==> src/rtl/uart_pkg.sv <==
// Shared types and constants for the UART transmit arbiter.
package uart_pkg;

  typedef enum logic [1:0] {
    IDLE   = 2'd0,
    HEADER = 2'd1,
    DATA   = 2'd2
  } arb_state_e;

  localparam logic [7:0] HEADER_BASE_DEFAULT = 8'hF0;

endpackage

==> src/rtl/rr_arbiter.sv <==
// Round-robin priority pick: first set request scanning upward from ptr_i, with wrap.
module rr_arbiter #(
  parameter int unsigned NUM_REQ = 4,
  localparam int unsigned IDX_W  = $clog2(NUM_REQ)
) (
  input  logic [NUM_REQ-1:0] req_i,
  input  logic [IDX_W-1:0]   ptr_i,
  output logic [NUM_REQ-1:0] grant_o
);

  logic [NUM_REQ-1:0] req_rot;
  logic [NUM_REQ-1:0] gnt_rot;

  // Rotate so ptr_i lands on bit 0, isolate the lowest set bit, rotate back.
  always_comb begin
    req_rot = NUM_REQ'({req_i, req_i} >> ptr_i);
    gnt_rot = req_rot & (~req_rot + NUM_REQ'(1));
    grant_o = NUM_REQ'(({gnt_rot, gnt_rot} << ptr_i) >> NUM_REQ);
  end

endmodule

==> src/rtl/uart_tx_arbiter.sv <==
// Shares one uart_tx among NUM_REQ packet requesters: round-robin grant held
// for a whole packet, optional index header byte, and a mid-packet stall watchdog.
module uart_tx_arbiter
  import uart_pkg::*;
#(
  parameter int unsigned          NUM_REQ     = 4,
  parameter int unsigned          DATA_BITS   = 8,
  parameter bit                   HEADER_EN   = 1'b1,
  parameter logic [DATA_BITS-1:0] HEADER_BASE = DATA_BITS'(HEADER_BASE_DEFAULT),
  parameter int unsigned          TIMEOUT     = 1024
) (
  input  logic                         clk,
  input  logic                         rst,
  input  logic [NUM_REQ-1:0]           i_req_valid,
  input  logic [NUM_REQ*DATA_BITS-1:0] i_req_data,
  input  logic [NUM_REQ-1:0]           i_req_last,
  output logic [NUM_REQ-1:0]           o_req_ready,
  output logic                         o_tx_valid,
  output logic [DATA_BITS-1:0]         o_tx_data,
  input  logic                         i_tx_ready,
  output logic [NUM_REQ-1:0]           o_grant,
  output logic                         o_busy,
  output logic                         o_abort
);

  localparam int unsigned IDX_W  = $clog2(NUM_REQ);
  localparam int unsigned WDOG_W = (TIMEOUT > 0) ? $clog2(TIMEOUT + 1) : 1;
  localparam logic [WDOG_W-1:0] WDOG_LIMIT = WDOG_W'(TIMEOUT);

  arb_state_e          state_q;
  logic [NUM_REQ-1:0]  grant_q;
  logic [IDX_W-1:0]    idx_q;
  logic [IDX_W-1:0]    rr_ptr_q;
  logic [WDOG_W-1:0]   wdog_q;
  logic                abort_q;

  logic [NUM_REQ-1:0]  grant_d;
  logic [IDX_W-1:0]    idx_d;
  logic [IDX_W-1:0]    rr_ptr_d;
  logic [WDOG_W-1:0]   wdog_inc;

  logic                sel_valid;
  logic                sel_last;
  logic [DATA_BITS-1:0] sel_data;

  rr_arbiter #(
    .NUM_REQ (NUM_REQ)
  ) u_rr_arbiter (
    .req_i   (i_req_valid),
    .ptr_i   (rr_ptr_q),
    .grant_o (grant_d)
  );

  // Encode the arbiter's one-hot pick and derive the pointer for the next round.
  always_comb begin
    idx_d = '0;
    for (int i = 0; i < NUM_REQ; i++) begin
      if (grant_d[i]) idx_d = IDX_W'(i);
    end
    rr_ptr_d = (idx_d == IDX_W'(NUM_REQ - 1)) ? '0 : idx_d + IDX_W'(1);
  end

  // Select the granted requester's byte stream.
  always_comb begin
    sel_data = '0;
    for (int i = 0; i < NUM_REQ; i++) begin
      if (grant_q[i]) sel_data = i_req_data[i*DATA_BITS +: DATA_BITS];
    end
  end

  assign sel_valid = |(i_req_valid & grant_q);
  assign sel_last  = |(i_req_last & grant_q);
  assign wdog_inc  = wdog_q + WDOG_W'(1);

  // Arbitration FSM with watchdog; grant stays fixed from header to last byte.
  always_ff @(posedge clk) begin
    if (rst) begin
      state_q  <= IDLE;
      grant_q  <= '0;
      idx_q    <= '0;
      rr_ptr_q <= '0;
      wdog_q   <= '0;
      abort_q  <= 1'b0;
    end else begin
      abort_q <= 1'b0;
      case (state_q)
        IDLE: begin
          if (|i_req_valid) begin
            grant_q  <= grant_d;
            idx_q    <= idx_d;
            rr_ptr_q <= rr_ptr_d;
            wdog_q   <= '0;
            state_q  <= HEADER_EN ? HEADER : DATA;
          end
        end
        HEADER: begin
          if (i_tx_ready) state_q <= DATA;
        end
        DATA: begin
          if (sel_valid) begin
            wdog_q <= '0;
            if (i_tx_ready && sel_last) begin
              state_q <= IDLE;
              grant_q <= '0;
            end
          end else if (TIMEOUT != 0) begin
            if (wdog_inc == WDOG_LIMIT) begin
              abort_q <= 1'b1;
              state_q <= IDLE;
              grant_q <= '0;
              wdog_q  <= '0;
            end else begin
              wdog_q <= wdog_inc;
            end
          end
        end
        default: state_q <= IDLE;
      endcase
    end
  end

  // Header comes from the arbiter; data is a zero-latency pass-through.
  always_comb begin
    o_tx_valid  = 1'b0;
    o_tx_data   = '0;
    o_req_ready = '0;
    case (state_q)
      HEADER: begin
        o_tx_valid = 1'b1;
        o_tx_data  = HEADER_BASE | DATA_BITS'(idx_q);
      end
      DATA: begin
        o_tx_valid  = sel_valid;
        o_tx_data   = sel_data;
        o_req_ready = grant_q & {NUM_REQ{i_tx_ready}};
      end
      default: ;
    endcase
  end

  assign o_grant = grant_q;
  assign o_busy  = (state_q != IDLE);
  assign o_abort = abort_q;

endmodule

==> config.mk <==
export PLATFORM = sky130hd
export DESIGN_NAME = uart_tx_arbiter
export DESIGN_NICKNAME = d
export VERILOG_FILES = /design/src/rtl/uart_pkg.sv /design/src/rtl/rr_arbiter.sv /design/src/rtl/uart_tx_arbiter.sv
export SDC_FILE = /design/constraint.sdc
export NUM_CORES = 1
export LEC_CHECK = 0
export BUFFER_PORTS_ARGS = -buffer_cell sky130_fd_sc_hd__buf_4
export CORE_MARGIN = 2
export CORE_UTILIZATION = 50
export CTS_CLUSTER_DIAMETER = 200
export CTS_CLUSTER_SIZE = 12
export DETAILED_ROUTE_END_ITERATION = 16
export PLACE_DENSITY = 0.78
export SYNTH_ARGS = -nofsm -noshare
export SYNTH_HDL_FRONTEND = slang
export SYNTH_SLANG_ARGS = --single-unit
==> constraint.sdc <==
create_clock -name clk -period 2.5 [get_ports clk]
set_input_delay 0.5 -clock clk [delete_from_list [all_inputs] [get_ports clk]]
set_output_delay 0.5 -clock clk [all_outputs]
set_load 0.005 [all_outputs]
==> results of run 1 <==
[state kept, by name (all words and copies together) (netlist names)]
signal / count
o_grant: 4
rr_ptr_q: 2
o_abort: 1
state_q: 2
idx_q: 2
wdog_q: 11
[metal layers]
| metal | up-vias | track usage [%] | wire length [um] |
|---|---|---|---|
| li1 | 975 | - | - |
| met4 | 0 | 6.667 | 56 |
| met2 | 62 | 46.33 | 2416 |
| met1 | 899 | 30.42 | 2076 |
| met3 | 6 | 3.986 | 258 |
| met5 | - | 0 | 0 |
[cell type report]
cell class	instances	area [um2]
fillers	303	1037
inverters	8	30.03
flip-flops and latches	22	442.9
multi-input cells	184	1181
clock buffers	4	36.28
repair buffers	70	525.5
well taps	46	57.56
[Yosys cell counts, drive strengths merged (6+ instances only)]
cell,number
nor3,6
inv,8
nor2,16
nor4b,7
nand2,21
nor2b,15
nand3,11
mux2i,6
and3,8
a21oi,20
clkbuf,14
dfxtp,22
a221oi,6
o21ai,8
[metrics by stage]
stage               power [mW]  hold WS [ns]  std cells  instance area (um2)
finish                   1.658        0.4847        334                 2273
global route             1.805        0.4797        334                 2273
CTS                      1.656        0.4843        334                 2265
detailed placement       1.451        0.4733        330                 2228
global placement         1.434        0.4607        330                 2228
floorplan                1.102        0.4515        229                 1703
[cells by family after synthesis]
kind of cell | Yosys count
flops | 22
buf+inv | 23
compound gates | 68
simple gates | 104
fa+ha+maj | 5
mux | 7
[power by group]
group	switching, mW	leakage (nW)	internal (mW)
registers	0.0683	0.180	0.414
logic	0.496	0.797	0.476
clock network	0.114	0.0210	0.0888
total	0.679	0.998	0.979
[final timing paths]
check / from / to / slack [ns]
max: o_grant[0]$_SDFFE_PP0P_ / o_tx_data[1] / 0.15
min: rst / wdog_q[9]$_SDFFE_PP0P_ / 0.48
max reg2reg: wdog_q[3]$_SDFFE_PP0P_ / state_q[1]$_SDFFE_PP0P_ / 0.17
min reg2reg: state_q[0]$_SDFFE_PP0P_ / state_q[0]$_SDFFE_PP0P_ / 0.49
[layout by cell type, fill, tap and decap left out, types with 4 or more instances in the layout]
master / count
o21ai_0: 8
dfxtp_1: 20
nand2b_1: 5
a21oi_1: 20
nor3_1: 6
mux2i_1: 6
nand2_1: 21
inv_1: 8
and3_1: 8
a221oi_1: 5
buf_4: 70
a22o_1: 4
nor2_1: 16
o31ai_1: 5
nor4b_1: 7
nand3_1: 10
nor2b_1: 15
ha_1: 5
[critical path, cell delays in order, from the launching register on]
cell	delay [ns]
dfxtp_2	0.38
nor2b_1	0.13
buf_4	0.16
a221oi_1	0.30
nor3_1	0.08
a21oi_1	0.14
a2bb2oi_1	0.17
nor2b_1	0.06
buf_4	0.13
==> metrics.yaml, run 1 <==
status: "finished clean"
rows: 21
cts_tree: "built"
grt_usage_pct: 25.20
synth_fp_nets: 277
finalSetupViolations: 0
grt_max_degree: 21
synth_edf_count: 0
synthDistinctLibCells: 44
die_area_um2: 3889
async_flop_share_pct: 0
grt_pass1_wl_um: 8204
fmax_mhz: 425.8
reg2reg_depth: 6
syn_area_per_cell_um2: 7.436
ys_seq_area_share_pct: 25.86
min_path_type: "input pin to flop"
synthAdderAreaFrac_pct: 3.674
finClkSkew_ns: 0.003578
start_util_pct: 51.44
muxShareOfSynthArea_pct: 4.188
timing.final.crit_share_pct: 93.94
antennaDiodeCount: 0
h-tree-depth: 1
cts_resized: 0
pre_cts_slack_ns: 0.2103
maxSlewViolCount: 0
ant_nets: 0
crit_type: "flop to output pin"
drc_errors: 0
postSynthCellCount: 229
fin_util_pct: 68.67
synth-simple-area-share_pct: 33.73
ys_ff_latch: 22
drt_pre_antenna_iters: 4
grt_pass1_vias: 1892
irDropWorstVdd_uv: 406.1
gp_congestion: 0.9215
finalCriticalPeriod_ns: 2.349
fp.dieW_um: 62.36
cts_sinks: 22
antenna_found_initial: 0
drv_cap: 0
postCtsSetupBuffers: 0
holdPathStages: 2
layout.nets: 337
die_h_um: 62.36
netlist_area_um2: 1703
crit_fanout: 8
hold_violations: 0
worstPathArrival_ns: 1.85
routedWlPerCell_um: 14.40
cts_made_buffers: 3
port_buffers: 61
netlist.area_leader.share_pct: 25.86
power_density_nw_per_um2: 729.3
grt_overflow: 0
core-area_um2: 3311
yosysTopAreaCell: "dfxtp_1"
rsz0062_at_grt: "false"
path_clk_slew_ns: 0.13
cp-start-kind: "flop"
synth_top_family_by_area: "simple AND/OR/NAND/NOR gates"
setup_tns_ns: 0
fin_ws_ns: 0.1514
pin_count: 62
drt-total-wl_um: 4808
dr_total_vias: 1942
crit_required_ns: 2.00
synth_compound_area_share_pct: 27.41
viasPerCell: 5.814
drtIter0Drc: 78
hold_buffers: 0
yosysWarnings: 0
synthFlopType: "dfxtp_1"
synth_area_leaders: "dfxtp_1, a21oi_1, nor2b_1"
area_growth_pct: 33.50
clk-insertion-delay-late_ns: 0.31
dp_hpwl_um: 3854
synth_xor_area_share_pct: 0
worst_slew_pin_slew_ns: 0.3757
drive_above_1_share_pct: 28.47
cts_buffer_depth: 2
slew_headroom_pct: 74.76
power_leakage_nw: 0.9975
cts_root_buf: "clkbuf_4"
end_kind: "output pin"
Power figures use the tool's default switching activity.
==> run 2: changes to the inputs <==
--- a/config.mk
+++ b/config.mk
@@ -6,12 +6,13 @@
 export NUM_CORES = 1
 export LEC_CHECK = 0
 export BUFFER_PORTS_ARGS = -buffer_cell sky130_fd_sc_hd__buf_4
-export CORE_MARGIN = 2
+export CORE_MARGIN = 5
 export CORE_UTILIZATION = 50
 export CTS_CLUSTER_DIAMETER = 200
 export CTS_CLUSTER_SIZE = 12
 export DETAILED_ROUTE_END_ITERATION = 16
-export PLACE_DENSITY = 0.78
+export PLACE_DENSITY = 0.77
 export SYNTH_ARGS = -nofsm -noshare
 export SYNTH_HDL_FRONTEND = slang
+export SYNTH_HIERARCHICAL = 1
 export SYNTH_SLANG_ARGS = --single-unit
==> run 2 against run 1 <==
  * Hold slack improved by 0.031 ns
  * Sequential share of layout area shrank 0.89 points
  * Die area rose by 26%
  * Global-route usage shrank 4.4 points
  * Non-clock buffer count is 1 higher
  * Cell count grew 3.3%
  * Synthesized area is 5.5% higher
  * Sequential power up 1%
  * Via count rose by 3.6%
  * Wire length increased by 11%
==> metrics.yaml, run 2 <==
hold_ws_ns: 0.5158
viasPerCell: 5.829
r2r_start: "wdog_q[1]$_SDFFE_PP0P_"
dr_total_vias: 2011
synth_top_family_by_area: "simple AND/OR/NAND/NOR gates"
placed_area_um2: 2308
die_h_um: 69.95
dpl.cell_count: 341
grt_max_degree: 25
pre_cts_slack_ns: 0.07069
min_path_type: "input pin to flop"
fin_ws_ns: 0.1693
fmax_mhz: 429.1
cp-start-kind: "flop"
cts_resized: 0
synth-simple-area-share_pct: 30.22
maxSlewViolCount: 0
antenna_found_initial: 0
drtIter0Drc: 112
worst_slew_pin_slew_ns: 0.4446
clk-insertion-delay-late_ns: 0.31
routedWlPerCell_um: 15.53
slew_headroom_pct: 70.25
finalCriticalPeriod_ns: 2.331
ys_ff_latch: 22
hold_violations: 0
drt_pre_antenna_iters: 4
r2r_end: "state_q[1]$_SDFFE_PP0P_"
ys_seq_area_share_pct: 24.51
cts_buffer_depth: 2
layout.nets: 350
synth_edf_count: 0
gp_congestion: 0.9103
mostFrequentLayoutCells: "buf_4, a21oi_1, dfxtp_1, nor2_1, nand2_1"
finalSetupViolations: 0
rsz0062_at_grt: "false"
cts_tree: "built"
grt_pass1_vias: 1779
synth_fp_nets: 289
netlist_area_um2: 1797
port_buffers: 61
regMostFlops: "wdog_q"
timing.final.crit_share_pct: 93.23
crit_fanout: 8
synthDistinctLibCells: 52
irDropWorstVdd_uv: 527.8
crit_required_ns: 2.00
finClkSkew_ns: 0.02483
netlist.area_leader.share_pct: 24.51
cts_made_buffers: 3
drt-total-wl_um: 5358
fp.dieW_um: 69.95
h-tree-depth: 1
core-area_um2: 3416
cts_root_buf: "clkbuf_4"
async_flop_share_pct: 0
end_kind: "output pin"
layout_commonest_cell: "buf_4"
setup_tns_ns: 0
grt_usage_pct: 20.82
synth_commonest_cells: "dfxtp_1, a21oi_1, nor2_1, nand2_1, nor2b_1"
power_density_nw_per_um2: 760.1
postCtsSetupBuffers: 0
largest_reg_flops: 11
synth_compound_area_share_pct: 29.18
worstPathArrival_ns: 1.83
drive_above_1_share_pct: 29.43
instances_no_fill: 345
postSynthCellCount: 239
rows: 21
final_area_um2: 2382
status: "finished clean"
synth_xor_area_share_pct: 1.950
antennaDiodeCount: 0
dp_hpwl_um: 4164
pin_count: 62
path_clk_slew_ns: 0.14
start_util_pct: 52.60
power_leakage_nw: 1.026
fin_util_pct: 69.74
synth_area_leaders: "dfxtp_1, a21oi_1, nor2b_1"
area_growth_pct: 32.59
yosysWarnings: 6
grt_overflow: 0
crit_type: "flop to output pin"
rrSetupSlack_ns: 0.20
drc_errors: 0
muxShareOfSynthArea_pct: 2.786
cts_sinks: 22
reg2reg_depth: 7
finalPower_mw: 1.811
synth.most_common_cell: "dfxtp_1"
yosysTopAreaCell: "dfxtp_1"
drv_cap: 0
crit_path_end: "o_tx_data[1]"
die_area_um2: 4892
ant_nets: 0
synthAdderAreaFrac_pct: 4.875
hold_buffers: 0
grt_pass1_wl_um: 8631
syn_area_per_cell_um2: 7.518
startpoint: "o_grant[1]$_SDFFE_PP0P_"
synthFlopType: "dfxtp_1"
run 2: how the worst min path moves through the flow:
| stage | start | to | slack (ns) | depth (start not counted) |
|---|---|---|---|---|
| floorplan | idx_q[0]$_SDFFE_PP0P_ | idx_q[0]$_SDFFE_PP0P_ | 0.46 | 2 |
| global placement | idx_q[1]$_SDFFE_PP0P_ | idx_q[1]$_SDFFE_PP0P_ | 0.50 | 2 |
| detailed placement | wdog_q[10]$_SDFFE_PP0P_ | wdog_q[10]$_SDFFE_PP0P_ | 0.51 | 2 |
| CTS | rst | wdog_q[5]$_SDFFE_PP0P_ | 0.52 | 2 |
| global route | rst | wdog_q[5]$_SDFFE_PP0P_ | 0.53 | 2 |
| finish | rst | wdog_q[5]$_SDFFE_PP0P_ | 0.52 | 2 |
run 2: kinds of logic after synthesis:
logic type	Yosys count
adder cells (fa/ha/maj)	7
AO/OA/AOI/OAI	76
buffers and inverters	25
flip-flops	22
XOR/XNOR	4
AND/OR/NAND/NOR	100
multiplexers	5
run 2: power breakdown:
group	switching [mW]	internal [mW]	leakage [nW]	total [mW]
clock network	0.108	0.162	0.0279	0.270
registers	0.0751	0.415	0.180	0.490
logic	0.544	0.507	0.818	1.05
run 2: layout make-up:
type	count	area [um2]
multi-input cells	192	1259
fillers	306	1033
repair buffers	71	533.0
flip-flops and latches	22	442.9
well taps	46	57.56
inverters	10	37.54
clock inverters	1	30.03
clock buffers	3	22.52
run 2: critical path, stage by stage (launching register included):
cell and delay [ns]:
dfxtp_2 0.43, nor2b_1 0.09, buf_4 0.16, a221oi_1 0.29
nor3_1 0.07, a21oi_1 0.13, a2bb2oi_1 0.16, nor2b_1 0.06
buf_4 0.13
run 2: routing by layer:
| metal | part of all wire (%) | global-route usage, % | routed length [um] | vias to the layer above |
|---|---|---|---|---|
| met2 | 50 | 36.62 | 2694 | 77 |
| met1 | 43 | 26.97 | 2303 | 933 |
| met5 | 0 | 0 | 0 | - |
| met3 | 6.4 | 4.017 | 341 | 2 |
| met4 | 0.34 | 2.553 | 18 | 0 |
| li1 | - | - | - | 999 |
==> run 3: changes to the inputs <==
==> constraint.sdc (replaced) <==
create_clock -name clk -period 2.4 [get_ports clk]
set_input_delay 0.48 -clock clk [delete_from_list [all_inputs] [get_ports clk]]
set_output_delay 0.48 -clock clk [all_outputs]
set_load 0.005 [all_outputs]
==> run 3 against run 2 <==
  * Sequential power is 6.1% higher
  * Core utilization up 0.44 points
  * Worst setup slack lost 0.056 ns
  * Critical endpoint is now o_tx_data[0]
  * Critical path depth is the same
  * Sequential cell count unchanged
  * Combinational power up 5%
  * Via count down 3.9%
  * Register-to-register slack got worse by 0.03 ns
==> metrics.yaml, run 3 (synthesis gave the netlist of run 2 again) <==
cts_root_buf: "clkbuf_4"
crit_required_ns: 1.92
crit_type: "flop to output pin"
regMostFlops: "wdog_q"
dr_total_vias: 1933
drc_errors: 0
fmax_mhz: 437.4
pwr-share-seq_pct: 28.5
p_sw_mw: 0.7610
fin_util_pct: 70.18
cts_made_buffers: 3
setup_tns_ns: 0
finClkSkew_ns: 0.001704
placed_area_um2: 2323
h-tree-depth: 1
grt_pass1_wl_um: 8390
power_leakage_nw: 1.020
crit_fanout: 6
end_kind: "output pin"
grt_pass1_vias: 1637
swShare_pct: 41.75
cts_sinks: 22
fill_cells: 326
dp_hpwl_um: 4046
core-area_um2: 3416
final_area_um2: 2397
p_comb_share_pct: 60.2
hold_violations: 0
maxSlewViolCount: 0
power_density_nw_per_um2: 760.4
irDropWorstVdd_uv: 536.4
timing.final.crit_share_pct: 95.26
cts_tree: "built"
grt_overflow: 0
finalCriticalPeriod_ns: 2.286
pin_count: 62
drt-total-wl_um: 5212
drive_above_1_share_pct: 31.56
die_h_um: 69.95
intPower_mw: 1.062
grt_usage_pct: 20.68
port_buffers: 61
layout_commonest_cell: "buf_4"
ant_nets: 0
worstPathArrival_ns: 1.81
rsz0062_at_grt: "true"
cts_buffer_depth: 2
finalPower_mw: 1.823
mostFrequentLayoutCells: "buf_4, a21oi_1, dfxtp_1, nor2_1, nand2_1"
hold_buffers: 0
cp-start-kind: "flop"
rows: 21
min_path_type: "input pin to flop"
path_clk_slew_ns: 0.12
clk-insertion-delay-late_ns: 0.31
finalSetupViolations: 0
viasPerCell: 5.571
grt_max_degree: 25
worst_slew_pin_slew_ns: 0.4512
die_area_um2: 4892
routedWlPerCell_um: 15.02
clockPowerShare_pct: 11.3
largest_reg_flops: 11
gp_congestion: 0.9236
status: "finished clean"
drtIter0Drc: 105
slew_headroom_pct: 69.81
antennaDiodeCount: 0
postCtsSetupBuffers: 0
area_growth_pct: 33.43
drv_cap: 0
drt_pre_antenna_iters: 4
fp.dieW_um: 69.95
start_util_pct: 52.60
layout.nets: 352
antenna_found_initial: 0
## run 3: layout make-up
type | count | area, um2 | share of cell area, %
Clock buffer | 4 | 36.28 | 1.514
Multi-Input combinational cell | 192 | 1271 | 53.03
Sequential cell | 22 | 446.7 | 18.63
Inverter | 10 | 37.54 | 1.566
Timing Repair Buffer | 73 | 548.0 | 22.86
Tap cell | 46 | 57.56 | 2.401
## run 3: stage by stage
step,hold WS (ns),setup slack [ns],cells
2_1_floorplan,0.4610,0.1984,239
3_3_place_gp,0.5025,0.1084,343
3_5_place_dp,0.5089,0.08977,343
4_1_cts,0.4851,0.03330,347
5_1_grt,0.4912,-0.001178,347
6_report,0.4990,0.1137,347
## run 3: final timing paths
kind | from | end | slack, ns | cells past startpoint
min reg2reg | idx_q[1]$_SDFFE_PP0P_ | idx_q[1]$_SDFFE_PP0P_ | 0.53 | 2
max reg2reg | wdog_q[1]$_SDFFE_PP0P_ | state_q[1]$_SDFFE_PP0P_ | 0.17 | 7
min | rst | o_grant[1]$_SDFFE_PP0P_ | 0.50 | 2
max | o_grant[0]$_SDFFE_PP0P_ | o_tx_data[0] | 0.11 | 8
## run 3: power by group through the flow
| stage | Sequential, mW | Clock, mW | Combinational (mW) |
|---|---|---|---|
| CTS | 0.514 | 0.218 | 1.08 |
| floorplan | 0.497 | 0 | 0.703 |
| finish | 0.520 | 0.205 | 1.10 |
| global route | 0.529 | 0.239 | 1.21 |
| detailed placement | 0.520 | 0 | 1.07 |
| global placement | 0.517 | 0 | 1.07 |
## run 3: what timing repair did
item / CTS / global route
gates cloned: 0 / 0
gates resized for setup: 2 / 9
setup endpoints to repair: 2 / 9
## run 3: routing by layer
layer / part of all wire (%) / global-route usage, % / wire, um
met1: 46 / 28.28 / 2390
met2: 48 / 33.58 / 2502
met3: 5.3 / 4.017 / 275
met4: 0.83 / 4.468 / 43
met5: 0 / 0 / 0
## run 3: worst max-delay path: stages, from the launching register on
cell	delay, ns
dfxtp_2	0.38
nor2b_2	0.17
buf_4	0.16
a221oi_2	0.23
nor3_1	0.07
a21oi_1	0.12
a2bb2oi_1	0.18
nor2b_1	0.06
buf_4	0.13
